## src/rtl/ifetch_unit.sv

```systemverilog
// ifetch_unit - instruction-fetch stage feeding the main decoder.
//
// Holds the PC and fetches one instruction at a time over a req/ack
// instruction-memory port. The instruction is presented to decode, and then
// the PC is stepped according to decode's npc_op. Fetches do not overlap:
// the next request starts only after decode accepts the current instruction.
//
// Optional feature macro: IFETCH_JR_EN
//   defined   : npc_op=11 jumps to {jr_target[31:2],2'b00}
//   undefined : jr_target is unused and npc_op=11 behaves as PLUS4
//
// Parameters
//   RESET_PC       PC loaded on reset (word aligned)
//   FETCH_TIMEOUT  S_REQ cycles without im_ack before error; 0 disables
//
// Ports
//   clk        clock, all state on rising edge
//   rstn       asynchronous active-low reset
//   im_req     fetch request to instruction memory
//   im_addr    fetch address (= pc), stable while im_req
//   im_ack     memory returns im_rdata this cycle
//   im_rdata   fetched instruction word
//   ir_valid   instr/pc_out valid for decode
//   ir_ready   decode consumes instr this cycle (npc_op/imm26 valid with it)
//   instr      instruction register
//   pc_out     PC of instr
//   pc_plus4   pc_out+4 (jal link value)
//   npc_op     00 PLUS4, 01 BRANCH (taken), 10 JUMP, 11 JUMPR
//   imm26      instr[25:0] from decode; branch uses imm26[15:0]
//   jr_target  rs value for JUMPR
//   fetch_err  sticky fetch-timeout flag
module ifetch_unit #(
   parameter logic [31:0] RESET_PC      = 32'h0000_3000,
   parameter int unsigned FETCH_TIMEOUT = 255
) (
   input  logic        clk,
   input  logic        rstn,
   output logic        im_req,
   output logic [31:0] im_addr,
   input  logic        im_ack,
   input  logic [31:0] im_rdata,
   output logic        ir_valid,
   input  logic        ir_ready,
   output logic [31:0] instr,
   output logic [31:0] pc_out,
   output logic [31:0] pc_plus4,
   input  logic [1:0]  npc_op,
   input  logic [25:0] imm26,
   input  logic [31:0] jr_target,
   output logic        fetch_err
);

   typedef enum logic [1:0] {
      S_IDLE,
      S_REQ,
      S_VALID,
      S_ERR
   } state_t;

   // The counter only has to reach FETCH_TIMEOUT-1.
   localparam int unsigned CNT_W = (FETCH_TIMEOUT > 1) ? $clog2(FETCH_TIMEOUT) : 1;
   localparam logic [CNT_W-1:0] CNT_LAST = CNT_W'(FETCH_TIMEOUT - 1);

   state_t           state, state_nxt;
   logic [31:0]      pc, pc_nxt;
   logic [31:0]      instr_q, instr_nxt;
   logic [CNT_W-1:0] cnt, cnt_nxt;
   logic [31:0]      pc4;
   logic [31:0]      br_off;
   logic [31:0]      npc;
   logic             unused_jr_bits;

   assign pc4    = pc + 32'd4;
   assign br_off = {{14{imm26[15]}}, imm26[15:0], 2'b00};

`ifdef IFETCH_JR_EN
   assign unused_jr_bits = ^jr_target[1:0];
`else
   assign unused_jr_bits = ^jr_target;
`endif

   always_comb begin
      npc = pc4;
      case (npc_op)
         2'b00: npc = pc4;
         2'b01: npc = pc4 + br_off;
         2'b10: npc = {pc4[31:28], imm26, 2'b00};
`ifdef IFETCH_JR_EN
         2'b11: npc = {jr_target[31:2], 2'b00};
`else
         2'b11: npc = pc4;
`endif
         default: npc = pc4;
      endcase
   end

   always_ff @(posedge clk or negedge rstn) begin
      if (!rstn) begin
         state   <= S_IDLE;
         pc      <= RESET_PC;
         instr_q <= '0;
         cnt     <= '0;
      end else begin
         state   <= state_nxt;
         pc      <= pc_nxt;
         instr_q <= instr_nxt;
         cnt     <= cnt_nxt;
      end
   end

   always_comb begin
      state_nxt = state;
      pc_nxt    = pc;
      instr_nxt = instr_q;
      cnt_nxt   = cnt;
      case (state)
         S_IDLE: state_nxt = S_REQ;
         S_REQ: begin
            // ack is checked first so it wins over a coincident timeout
            if (im_ack) begin
               instr_nxt = im_rdata;
               cnt_nxt   = '0;
               state_nxt = S_VALID;
            end else if (FETCH_TIMEOUT != 0 && cnt == CNT_LAST) begin
               state_nxt = S_ERR;
            end else begin
               cnt_nxt = cnt + CNT_W'(1);
            end
         end
         S_VALID: begin
            if (ir_ready) begin
               pc_nxt    = npc;
               state_nxt = S_REQ;
            end
         end
         default: state_nxt = S_ERR;
      endcase
   end

   assign im_req    = (state == S_REQ);
   assign ir_valid  = (state == S_VALID);
   assign fetch_err = (state == S_ERR);
   assign im_addr   = pc;
   assign pc_out    = pc;
   assign pc_plus4  = pc4;
   assign instr     = instr_q;

endmodule

```

## config.mk

```make
export PLATFORM = sky130hd
export DESIGN_NAME = ifetch_unit
export DESIGN_NICKNAME = d
export VERILOG_FILES = /design/src/rtl/ifetch_unit.sv
export SDC_FILE = /design/constraint.sdc
export NUM_CORES = 1
export LEC_CHECK = 0
export ABC_AREA = 1
export BUFFER_PORTS_ARGS = -buffer_cell sky130_fd_sc_hd__buf_2
export CAP_MARGIN = 20
export CORE_ASPECT_RATIO = 1.25
export CORE_MARGIN = 2
export CORE_UTILIZATION = 55
export CTS_CLUSTER_SIZE = 30
export DETAILED_ROUTE_END_ITERATION = 12
export GPL_TIMING_DRIVEN = 0
export PLACE_DENSITY = 0.92
export SYNTH_ARGS = -nofsm -noshare
export SYNTH_HDL_FRONTEND = slang
export SYNTH_SLANG_ARGS = --single-unit
```

## constraint.sdc

```tcl
create_clock -name clk -period 6.5 [get_ports clk]
set_input_delay 0.325 -clock clk [delete_from_list [all_inputs] [get_ports clk]]
set_output_delay 0.325 -clock clk [all_outputs]
set_load 0.05 [all_outputs]
```

==> metrics <==
starting density of the core 0.559; proportion of layout cells with a drive suffix above 1 0.239; RSZ-0062 raised after global routing false; period utilization 0.552; Min-Delay Path Class input port to asynchronous set/reset pin; Core Util, Final 0.686; clock latency on the worst-skew pair between 0.3 and 0.4 ns; cts hold-fix bufs 0; setup ws final 2.91 ns; GRT busiest layer met2; global-route wire length before repair about 34000 um; CTS root buffer clkbuf_16; number of global-route vias before repair 6915; die height 128 um; critical path data arrival time 3.81 ns; total congestion overflow 0; Cell Pwr Density 589 mW/mm^2; clock tree buffer depth 2; clock slew at reported path FFs around 0.06 ns; Top FF cell, synth dfrtp_1; placed inst area 0.00790 sq mm; final hold violation count 0; Synth area leaders dfrtp_1, nand2_1, inv_1, ha_1, mux2_2; initial antenna violation count 0; grt met3 use 0.0387; H-tree levels 3; placed cells between 1000 and 1500; Tmin final 3.59 ns; CP max FO 6; final instance area about 0.0083 sq mm; Gate Count Post-Synth 1041; PostCTS Resize Cnt 0; outcome complete, no violations; most used cell along the critical path nand2_1; crit start category flip-flop; Yosys reg bits 72; YS warnings 0; Design Power 4.86 mW; Pre-antenna DRT Iters 6; WP data required 6.72 ns; clock sinks 72; initial drt markers 546; routing usage on met1 0.402; Final nets 1382; Setup-failing EPs final 0; Die Wd 103 um; worst hold slack ~0.11 ns; max-cap violations 0; fin cells 1414; floorplan row count 45; Slew HR 0.343; Seq/Total Area, Yosys 0.268; I/O Pins 227; Synth top area share 0.260; leading area contributor after synthesis dfrtp_1; Post-synth EDFFs 0; vias per cell 5.30; Post-synth ARST share 1.00; n_diodes 0; f_max 279 MHz; fillcell total 1109; CTS tree done; pin count of the biggest net entering global routing 73; Crit. End Element flip-flop; Yosys cell types 44; met2 Use GR 0.591; hpwl dp roughly 18000 um; worst-margin pin slew around 1 ns; WL/cell 15.7 um; post-CTS setup buffer count 0; Die Footprint 0.0132 sq mm; residual DRC count 0; VDD IR max 0.000348 V; max-slew violations 0; Final GP Congestion between 1 and 1.5; ordered cell list for the critical path ha_1, nand2_1, nor2_2, inv_1, nor2_2, xor2_1, ha_1, nand2_1, inv_1, a21oi_1, o21ai_0, a21oi_1, xor2_1, nand2_1, nand2_1, nand2_1; WL final 22200 um; Syn-to-layout area delta 22.7%; Avg Cell Area, Syn 6.47 sq um; TritonCTS Buffers 9; DR vias 7496; Lkg Pwr 4.70 nW; critical path type flip-flop to flip-flop; DRT antenna net count 0; Final Skew 0.00716 ns; PortBufs 188; CP max stage delay 0.44 ns; final setup TNS 0 ns; slowest CP cell dfrtp_1; Cell Area, Synth around 0.0067 sq mm; pre-CTS setup slack 3.08 ns; all-layer global routing usage 0.336; CORE AREA 0.0120 sq mm
Yosys cell counts (4+ instances only):
master and number:
nand4_1 8, inv_1 143, ha_1 40, o21ai_0 36
nand2_1 366, a21oi_1 54, mux2_2 32, clkbuf_1 9
o21bai_1 6, nor3_1 14, dfrtp_1 70, buf_4 36
buf_2 8, nor2_2 6, o22ai_1 4, xor2_1 25
nor2_1 71, nand3_1 68, or2_2 4
final timing paths:
path                                    from          end  slack [ns]  depth (start not counted)
worst max-delay path              im_addr[2]  im_addr[20]        2.91                         16
worst min-delay path                    rstn   im_addr[3]        0.11                          1
worst max register to register    im_addr[2]  im_addr[20]        2.91                         16
worst min register to register     instr[28]    instr[28]        0.50                          1
max in group asynchronous               rstn     instr[5]        5.82                          1
min in group clk                im_rdata[11]    instr[11]        0.22                          2
sequential cells by signal, summed over array words and instances (netlist names):
signal   flops
cnt          8
im_addr     30
state        2
instr       32
routing by layer:
metal	wire [um]	vias to the layer above
li1	-	3668
met1	8430	3382
met2	11100	375
met3	1670	71
met4	989	0
met5	0	-
cells in the final DEF, fill, tap and decap left out, types with 3 or more instances in the layout:
| cell type | synthesis | layout |
|---|---|---|
| a21o_1 | 3 | 3 |
| a21oi_1 | 54 | 54 |
| a22o_1 | 3 | 3 |
| and2_1 | 3 | 3 |
| buf_2 | 8 | 195 |
| buf_4 | 36 | 37 |
| bufinv_16 | 0 | 4 |
| clkbuf_1 | 9 | 11 |
| clkbuf_16 | 0 | 9 |
| conb_1 | 1 | 6 |
| dfrtp_1 | 70 | 70 |
| ha_1 | 40 | 40 |
| inv_1 | 143 | 143 |
| mux2_2 | 32 | 32 |
| nand2_1 | 366 | 366 |
| nand2_2 | 3 | 3 |
| nand3_1 | 68 | 68 |
| nand4_1 | 8 | 8 |
| nor2_1 | 71 | 71 |
| nor2_2 | 6 | 6 |
| nor3_1 | 14 | 14 |
| o21ai_0 | 36 | 36 |
| o21bai_1 | 6 | 6 |
| o22ai_1 | 4 | 4 |
| or2_2 | 4 | 4 |
| xor2_1 | 25 | 25 |
logic make-up (layout without fill, tap and decap cells):
| group | after synthesis | count (layout) | synth area share |
|---|---|---|---|
| other | 1 | 6 | 0.000557 |
| AOI/OAI and AO/OA | 118 | 118 | 0.0977 |
| DFF | 72 | 72 | 0.268 |
| xor gates and xnor gates | 27 | 27 | 0.0351 |
| muxes | 32 | 32 | 0.0535 |
| buffers and inverters | 203 | 407 | 0.136 |
| and+or+nand+nor | 547 | 547 | 0.331 |
| adders and majority gates | 41 | 41 | 0.0773 |
power by group:
part,switching [mW],internal [mW]
Combinational,2.48,0.912
Sequential,0.221,0.648
Clock,0.186,0.415
layout make-up:
cell class | instances | area, sq um | area share
plain buffers | 57 | 370 | 0.0448
clock buffers | 11 | 233 | 0.0282
clock inverters | 5 | 129 | 0.0156
inverters | 146 | 548 | 0.0663
multi-input cells | 771 | 4030 | 0.488
flip-flops and latches | 72 | 1800 | 0.218
well taps | 164 | 205 | 0.0248
repair buffers | 188 | 943 | 0.114
worst max-delay path: cells and delay by family, from the launching register on:
kind / cells / cell delay [ns]
AND/OR/NAND/NOR: 7 / 1.00
AO/OA/AOI/OAI: 3 / 0.64
XOR/XNOR: 2 / 0.61
adder cells (fa/ha/maj): 2 / 0.60
flip-flops: 1 / 0.44
buffers and inverters: 2 / 0.18
Note: power is estimated with default switching activity, not from simulation.
